## src/rtl/mips_ctrl_pkg.sv

```systemverilog
// Shared encodings for the multi-cycle MIPS main control FSM: opcodes,
// datapath mux codes, state encoding and the packed control word.
package mips_ctrl_pkg;

  localparam logic [5:0] OP_RTYPE = 6'b000000;
  localparam logic [5:0] OP_LW    = 6'b100011;
  localparam logic [5:0] OP_SW    = 6'b101011;
  localparam logic [5:0] OP_BEQ   = 6'b000100;
  localparam logic [5:0] OP_J     = 6'b000010;
  localparam logic [5:0] OP_ADDI  = 6'b001000;

  localparam logic [1:0] ALUOP_ADD   = 2'b00;
  localparam logic [1:0] ALUOP_SUB   = 2'b01;
  localparam logic [1:0] ALUOP_FUNCT = 2'b10;

  localparam logic [1:0] SRCB_B       = 2'b00;
  localparam logic [1:0] SRCB_FOUR    = 2'b01;
  localparam logic [1:0] SRCB_IMM     = 2'b10;
  localparam logic [1:0] SRCB_IMM_SH2 = 2'b11;

  localparam logic [1:0] PCSRC_ALU    = 2'b00;
  localparam logic [1:0] PCSRC_ALUOUT = 2'b01;
  localparam logic [1:0] PCSRC_JUMP   = 2'b10;

  typedef enum logic [3:0] {
    FETCH  = 4'd0,
    DECODE = 4'd1,
    MEMADR = 4'd2,
    MEMRD  = 4'd3,
    MEMWB  = 4'd4,
    MEMWR  = 4'd5,
    EXEC   = 4'd6,
    ALUWB  = 4'd7,
    BRANCH = 4'd8,
    JUMP   = 4'd9,
    ADDIEX = 4'd10,
    ADDIWB = 4'd11
  } state_t;

  typedef struct packed {
    logic       pc_write;
    logic       pc_write_cond;
    logic       iord;
    logic       mem_read;
    logic       mem_write;
    logic       ir_write;
    logic       mem_to_reg;
    logic       reg_dst;
    logic       reg_write;
    logic       alu_src_a;
    logic [1:0] alu_src_b;
    logic [1:0] alu_op;
    logic [1:0] pc_source;
    logic       instr_done;
    logic       illegal_op;
    logic       mem_error;
  } ctrl_t;

  // States that wait on the memory handshake and are guarded by the timeout.
  function automatic logic is_mem_state(input state_t s);
    return (s == FETCH) || (s == MEMRD) || (s == MEMWR);
  endfunction

endpackage

```

## src/rtl/mips_multicycle_control.sv

```systemverilog
// Multi-cycle MIPS main control FSM with memory ready handshake and
// optional wait timeout. Three processes: register, next state, outputs.
module mips_multicycle_control
  import mips_ctrl_pkg::*;
#(
  parameter int MEM_TIMEOUT = 255,
  parameter int TO_W        = 8
) (
  input  logic       clk,
  input  logic       rst_n,
  input  logic [5:0] opcode,
  input  logic       mem_ready,
  output logic       PCWrite,
  output logic       PCWriteCond,
  output logic       IorD,
  output logic       MemRead,
  output logic       MemWrite,
  output logic       IRWrite,
  output logic       MemtoReg,
  output logic       RegDst,
  output logic       RegWrite,
  output logic       ALUSrcA,
  output logic [1:0] ALUSrcB,
  output logic [1:0] ALUOp,
  output logic [1:0] PCSource,
  output logic       instr_done,
  output logic       illegal_op,
  output logic       mem_error,
  output logic [3:0] state_o
);

  localparam bit              TO_EN    = (MEM_TIMEOUT != 0);
  localparam logic [TO_W-1:0] TO_LIMIT = TO_W'(MEM_TIMEOUT);

  state_t          state_reg, state_next;
  logic [TO_W-1:0] cnt_reg, cnt_next;
  logic            mem_wait;
  logic            timeout;
  ctrl_t           ctrl;

  // mem_ready in the same cycle always beats the timeout.
  assign mem_wait = is_mem_state(state_reg) && !mem_ready;
  assign timeout  = TO_EN && mem_wait && (cnt_reg == TO_LIMIT);

  always_ff @(posedge clk) begin
    if (!rst_n) begin
      state_reg <= FETCH;
      cnt_reg   <= '0;
    end else begin
      state_reg <= state_next;
      cnt_reg   <= cnt_next;
    end
  end

  always_comb begin
    state_next = state_reg;
    cnt_next   = '0;
    // Counter only runs while stalled; any transition or handshake clears it.
    if (mem_wait && !timeout) begin
      cnt_next = (&cnt_reg) ? cnt_reg : cnt_reg + 1'b1;
    end
    case (state_reg)
      FETCH: begin
        if (mem_ready) state_next = DECODE;
      end
      DECODE: begin
        case (opcode)
          OP_LW, OP_SW: state_next = MEMADR;
          OP_RTYPE:     state_next = EXEC;
          OP_BEQ:       state_next = BRANCH;
          OP_J:         state_next = JUMP;
          OP_ADDI:      state_next = ADDIEX;
          default:      state_next = FETCH;
        endcase
      end
      MEMADR: state_next = (opcode == OP_LW) ? MEMRD : MEMWR;
      MEMRD: begin
        if (mem_ready)    state_next = MEMWB;
        else if (timeout) state_next = FETCH;
      end
      MEMWR: begin
        if (mem_ready || timeout) state_next = FETCH;
      end
      MEMWB:   state_next = FETCH;
      EXEC:    state_next = ALUWB;
      ALUWB:   state_next = FETCH;
      ADDIEX:  state_next = ADDIWB;
      ADDIWB:  state_next = FETCH;
      BRANCH:  state_next = FETCH;
      JUMP:    state_next = FETCH;
      default: state_next = FETCH;
    endcase
  end

  always_comb begin
    ctrl           = '0;
    ctrl.mem_error = timeout;
    case (state_reg)
      FETCH: begin
        ctrl.mem_read  = 1'b1;
        ctrl.alu_src_b = SRCB_FOUR;
        ctrl.alu_op    = ALUOP_ADD;
        ctrl.pc_source = PCSRC_ALU;
        ctrl.ir_write  = mem_ready;
        ctrl.pc_write  = mem_ready;
      end
      DECODE: begin
        ctrl.alu_src_b = SRCB_IMM_SH2;
        ctrl.alu_op    = ALUOP_ADD;
        case (opcode)
          OP_LW, OP_SW, OP_RTYPE, OP_BEQ, OP_J, OP_ADDI: ;
          default: begin
            ctrl.illegal_op = 1'b1;
            ctrl.instr_done = 1'b1;
          end
        endcase
      end
      MEMADR, ADDIEX: begin
        ctrl.alu_src_a = 1'b1;
        ctrl.alu_src_b = SRCB_IMM;
        ctrl.alu_op    = ALUOP_ADD;
      end
      MEMRD: begin
        ctrl.mem_read = 1'b1;
        ctrl.iord     = 1'b1;
      end
      MEMWB: begin
        ctrl.mem_to_reg = 1'b1;
        ctrl.reg_write  = 1'b1;
        ctrl.instr_done = 1'b1;
      end
      MEMWR: begin
        ctrl.mem_write  = 1'b1;
        ctrl.iord       = 1'b1;
        ctrl.instr_done = mem_ready;
      end
      EXEC: begin
        ctrl.alu_src_a = 1'b1;
        ctrl.alu_src_b = SRCB_B;
        ctrl.alu_op    = ALUOP_FUNCT;
      end
      ALUWB: begin
        ctrl.reg_dst    = 1'b1;
        ctrl.reg_write  = 1'b1;
        ctrl.instr_done = 1'b1;
      end
      ADDIWB: begin
        ctrl.reg_write  = 1'b1;
        ctrl.instr_done = 1'b1;
      end
      BRANCH: begin
        ctrl.alu_src_a     = 1'b1;
        ctrl.alu_src_b     = SRCB_B;
        ctrl.alu_op        = ALUOP_SUB;
        ctrl.pc_write_cond = 1'b1;
        ctrl.pc_source     = PCSRC_ALUOUT;
        ctrl.instr_done    = 1'b1;
      end
      JUMP: begin
        ctrl.pc_write   = 1'b1;
        ctrl.pc_source  = PCSRC_JUMP;
        ctrl.instr_done = 1'b1;
      end
      default: ;
    endcase
  end

  assign PCWrite     = ctrl.pc_write;
  assign PCWriteCond = ctrl.pc_write_cond;
  assign IorD        = ctrl.iord;
  assign MemRead     = ctrl.mem_read;
  assign MemWrite    = ctrl.mem_write;
  assign IRWrite     = ctrl.ir_write;
  assign MemtoReg    = ctrl.mem_to_reg;
  assign RegDst      = ctrl.reg_dst;
  assign RegWrite    = ctrl.reg_write;
  assign ALUSrcA     = ctrl.alu_src_a;
  assign ALUSrcB     = ctrl.alu_src_b;
  assign ALUOp       = ctrl.alu_op;
  assign PCSource    = ctrl.pc_source;
  assign instr_done  = ctrl.instr_done;
  assign illegal_op  = ctrl.illegal_op;
  assign mem_error   = ctrl.mem_error;
  assign state_o     = state_reg;

endmodule

```

## config.mk

```make
export PLATFORM = sky130hd
export DESIGN_NAME = mips_multicycle_control
export DESIGN_NICKNAME = d
export VERILOG_FILES = /design/src/rtl/mips_ctrl_pkg.sv /design/src/rtl/mips_multicycle_control.sv
export SDC_FILE = /design/constraint.sdc
export NUM_CORES = 1
export LEC_CHECK = 0
export CELL_PAD_IN_SITES_DETAIL_PLACEMENT = 1
export CELL_PAD_IN_SITES_GLOBAL_PLACEMENT = 1
export CORE_UTILIZATION = 46
export CTS_CLUSTER_SIZE = 16
export DETAILED_ROUTE_END_ITERATION = 10
export DONT_BUFFER_PORTS = 1
export PLACE_DENSITY_LB_ADDON = 0.1
export SLEW_MARGIN = 20
export SYNTH_ARGS = -nofsm -noshare
export SYNTH_HDL_FRONTEND = slang
export SYNTH_SLANG_ARGS = --single-unit
```

## constraint.sdc

```tcl
create_clock -name clk -period 5.6 [get_ports clk]
set_clock_uncertainty 0.1 [all_clocks]
set_input_delay 1.12 -clock clk [delete_from_list [all_inputs] [get_ports clk]]
set_output_delay 1.12 -clock clk [all_outputs]
set_load 0.005 [all_outputs]
```

=== Word level (Yosys, flattened, before mapping) ===
Cells that the tools add are included.

* Equality and inequality tests: 20
* $add $sub $neg: 1
* Multiplexer cells: 22
* Reduce and logical (&&, ||, !) cells: 21

{| class="wikitable"
|+ Operators with widths
! cell !! number
|-
| $pmux W4 S5 || 2
|-
| $pmux W4 S7 || 1
|-
| $eq A4 B3 Y1 const B || 4
|-
| $eq A4 B4 Y1 const B || 4
|-
| $mux W4 || 4
|-
| $eq A6 B6 Y1 const B || 2
|-
| $mux W1 || 10
|-
| $add A8 B1 Y8 const B || 1
|-
| $eq A4 B2 Y1 const B || 2
|-
| $eq A8 B8 Y1 const B || 1
|-
| $reduce_and A8 Y1 || 1
|-
| $reduce_or A2 Y1 || 4
|-
| $eq A6 B2 Y1 const B || 1
|-
| $eq A6 B3 Y1 const B || 1
|-
| $eq A6 B4 Y1 const B || 1
|-
| $logic_not A6 Y1 || 1
|-
| $reduce_or A6 Y1 || 1
|-
| $reduce_or A5 Y1 || 1
|-
| $eq A4 B1 Y1 const B || 1
|-
| $logic_not A4 Y1 || 1
|-
| $pmux W2 S2 || 1
|-
| $reduce_or A4 Y1 || 1
|-
| $logic_and A1 B1 Y1 || 3
|-
| $logic_or A1 B1 Y1 || 3
|-
| other kinds (11) || 12
|}

* Output and inout port bits: 23
* Flip-flop bits (word level): 12
* Bits of input ports: 9

=== Depth between registers and ports, before layout ===
* Depth in word-level cells: 8
* Mapped depth: 6
* Mapped depth without buffers: 5

=== Worst setup path before layout ===
No wires, ideal clock.

* Path type: input -> output
* Start: input opcode[2]
* End: output instr_done
* Data arrival time: 2.323 ns
* Slack: 2.057 ns
* Stages on the path: 4
* Cells stage by stage: or3_4 or4_4 and4bb_4 a31o_1

* Word-level cells in the longest chain between the ends: 4

{| class="wikitable"
|+ RTL lines
! item !! RTL line !! source
|-
| start: declaration || mips_multicycle_control.sv:11 || <nowiki>input logic [5:0] opcode,</nowiki>
|-
| $eq A6 B6 Y1 (tied with other cells) || mips_multicycle_control.sv:110 || <nowiki>case (opcode)</nowiki>
|-
| $reduce_or A6 Y1 * || mips_multicycle_control.sv:110 ||
|-
| $mux W2 * || mips_multicycle_control.sv:110 ||
|-
| $pmux W1 S3 * || mips_multicycle_control.sv:98 || <nowiki>case (state_reg)</nowiki>
|-
| end: declaration || mips_multicycle_control.sv:26 || <nowiki>output logic instr_done,</nowiki>
|}

Every way passes the cells marked *; elsewhere a longest branch is shown, timed or not.

=== Worst setup path in the final report ===
Same ends and word-level chain as after synthesis.

==> results.env <==
FINAL_LAYOUT_SIZE_SUFFIX_GT1_SHARE_PCT=15.8
AVGVIACOUNTPERCELL=6.12
PEAKVDDDROP_mV=0.156
FINAL_PERIOD_MINUS_WORST_SETUP_SLACK_NS=3.59
GRT_MAX_DEGREE=20
R2R_DEPTH=4
MAPPEDNETLISTAREA_UM2=901
ROUTE.TOP_LAYER_USED='met3'
GRT-OVFL-TOTAL=0
AREA_TAKEN_BY_FLIP_FLOPS_AND_LATCHES_UM2=240
REG2REG_TO='state_o[1]'
FMAX_GHz=0.279
POST_SYNTH_EDFFS=0
TIMING.CRITICAL_PATH.SLOWEST_STAGE_CELL='or4_4'
CLOCK_SINKS=12
GROUTE.USAGE.OVERALL_PCT=21.6
INSERTION_DELAY_NS=0.27
WORSTHOLDENDPOINT='cnt_reg[0]'
CTS-HOLD-FIX-BUFFERS=0
DETAILROUTE.WIRELENGTH.MET2_UM=879
CTS-ROOT-BUF='clkbuf_4'
FINALWEIGHTEDCONGESTION=0.775
SETUP_TNS_NS=0
NUMBER_OF_MAX_SLEW_VIOLATIONS_IN_THE_FINAL_REPORT=0
CORE.ROWCOUNT=15
MULTI_INPUT_COMB_AREA_UM2=598
FINALSETUPVIOLATIONS=0
SYNTH_SEQ_CELLS=12
CRITPATHLAUNCHTYPE='input pin'
FIRST_GLOBAL_VIAS=712
STARTPOINT='opcode[2]'
SYNTH_CELLS=117
GRT_ANTENNA_BEFORE_REPAIR=0
POSTLAYOUTCELLAREA_UM2=925
CLOCK_SLEW_AT_REPORTED_PATH_FFS_NS=0.08
SYNTH_WARNINGS=0
SYNTH.LARGEST_AREA_CELL='dfxtp_1'
STATUS='finished, final reports clean'
SYNTH.AREA.TOP_CELLS='dfxtp_1 27%, nor3_1 6.1%, nor2_2 4.9%'
TIMING.CRITICAL_PATH.REQUIRED_NS=4.38
CTS_BUFFER_DEPTH=2
GRT_PASS1_WL_UM=3310
DIE-HEIGHT_UM=46.3
RELSLEWSLACK_PCT=54.9
HOLDCRITPATHCLASS='reg -> reg'
END_KIND='output port'
IO_PINS=32
WORST_PIN_SLEW_NS=0.676
YOSYS.AREA.TOP_TYPE_SHARE_PCT=26.7
CORE_REGION_AREA_UM2=1780
SYNTH.NET_COUNT=127
SYNTHARSTFLOPSHARE_PCT=0
DETAIL-ROUTE-ANTENNA-NETS=0
NUMBER_OF_INSERTED_FILLER_CELLS_IN_THE_FINAL_LAYOUT=240
WL_UM=2140
SYNTH_COMMONEST_CELLS='12 x dfxtp_1, 11 x nor3_1, 10 x nand2_1, 7 x nor2_2'
LARGEST_REGISTER_FFS=8
R2R-START='state_o[0]'
SETUP.WORST_PATH.CLASS='in -> out'
SYNTHESIS.AREA_PER_INSTANCE_UM2=7.70
PERIOD_SHARE_PCT=64.1
CTSHTREEMAXLEVEL=1
INITIAL_UTIL_PCT=50.5
ROUTE.LAYER.MET1.WL_UM=1160
PORT-BUFFER-COUNT=0
RESIDUAL_DRC_COUNT=0
CTS_TREE='yes'
CTS_REPAIR_RESIZE_COUNT=0
CTS_SETUP_BUFFERS=0
DETAIL_ROUTE.FIRST_PASS.ITERATIONS=3
NNETSFINAL=125
DR.FIRST_ITER.DRC_COUNT=3
WL_PER_CELL_UM=15.4
WORST-PATH-MAX-FANOUT=5
HOLD_PATH_DEPTH=1
DIE_X_UM=46.3
REG2REG_SLACK_NS=3.41
CRIT_PATH_CELL_TRACE='or3_4, or4_4, and4bb_4, a31o_1'
WORST_HOLD_STARTPOINT='cnt_reg[0]'
TOTAL_VIA_COUNT_AFTER_DETAILED_ROUTING=850
POSTSYNTH.TOPFLOPCELL='dfxtp_1'
GRT_SETUP_UNREPAIRED='false'
DESIGN.DIE.AREA_UM2=2140
POWER_DENSITY_nW_PER_UM2=336
WL_MET3_UM=101
LEAKAGEPOWER_nW=0.300
DETAILED_PLACE.AREA_UM2=888
SYNTH.MOST_COMMON_CELL='dfxtp_1'
SYNTH.DISTINCT_CELLS=41
PLACE_HPWL_UM=1640
STAGE_DELAY_OF_THE_SLOWEST_CELL_ON_THE_CRITICAL_PATH_NS=0.44
FINALHOLDVIOLCOUNT=0
TIMING.MAX_CAP.VIOLATIONS=0
NUM_ANTENNA_CELLS=0
CRIT_ARRIVAL_NS=2.37
CTS_INSERTED_BUFFERS=3
SYNTH_SEQ_AREA_SHARE_PCT=26.7
LAYOUT-AREA-OVERHEAD-VS-SYNTH_PCT=2.64
critical path: cells and delay by family:
kind | cells | cell delay, ns
and+or+nand+nor | 3 | 1.06
AOI/OAI and AO/OA | 1 | 0.19
placed cells by master (no fill, tap or decap), types with 2 or more instances in the layout:
cell type and n:
a21oi_1 4, xnor2_1 3, clkbuf_4 3, dfxtp_1 12, nor4_1 5, nand2_1 10
inv_2 2, xor2_1 5, nor2_2 7, or3_1 2, nand2b_1 3, nor2_1 6
or2_1 2, nor3_1 11, a2111oi_0 2, o22ai_1 3, o211ai_1 2, o21ai_0 2
nand3_1 6, nor3b_1 2, inv_1 3
power breakdown:
| part | internal, mW | leakage [nW] | switching, mW |
|---|---|---|---|
| combinational | 0.0476 | 0.181 | 0.0661 |
| clock | 0.0395 | 0.0210 | 0.0298 |
| sequential | 0.0939 | 0.0974 | 0.0337 |
kinds of logic after synthesis:
group	share of synthesized area [%]
adders and majority gates	1.39
xor gates and xnor gates	7.78
AOI/OAI and AO/OA	15.1
buffers and inverters	6.94
and+or+nand+nor	42.1
DFF	26.7
per-stage QoR:
stage	total power [mW]	cells	hold WS, ns	utilization [%]	setup WS (ns)
2_1_floorplan	0.229	117	0.327	-	2.06
3_3_place_gp	0.241	135	0.343	49.8	2.04
3_5_place_dp	0.243	135	0.353	49.8	2.02
4_1_cts	0.313	139	0.373	51.9	2.02
5_1_grt	0.334	139	0.390	51.9	1.99
6_report	0.310	139	0.366	51.9	2.01
how the worst max path moves through the flow:
stage | to | slack [ns] | cells after the start
floorplan | instr_done | 2.06 | 4
global placement | instr_done | 2.04 | 4
detailed placement | instr_done | 2.02 | 4
CTS | instr_done | 2.02 | 4
global route | instr_done | 1.99 | 4
finish | instr_done | 2.01 | 4
final cells by class:
| class | count | area share [%] |
|---|---|---|
| tap | 25 | 3.38 |
| inverter | 5 | 2.03 |
| sequential | 12 | 26.0 |
| multi-input combinational | 93 | 64.7 |
| clock buffer | 4 | 3.92 |
layer usage:
| layer | track usage [%] | vias up |
|---|---|---|
| met4 | 3.53 | 0 |
| met3 | 6.27 | 0 |
| li1 | - | 427 |
| met2 | 29.6 | 22 |
| met5 | 0 | - |
| met1 | 33.2 | 401 |
No activity file was read; power rests on OpenSTA's default activity.
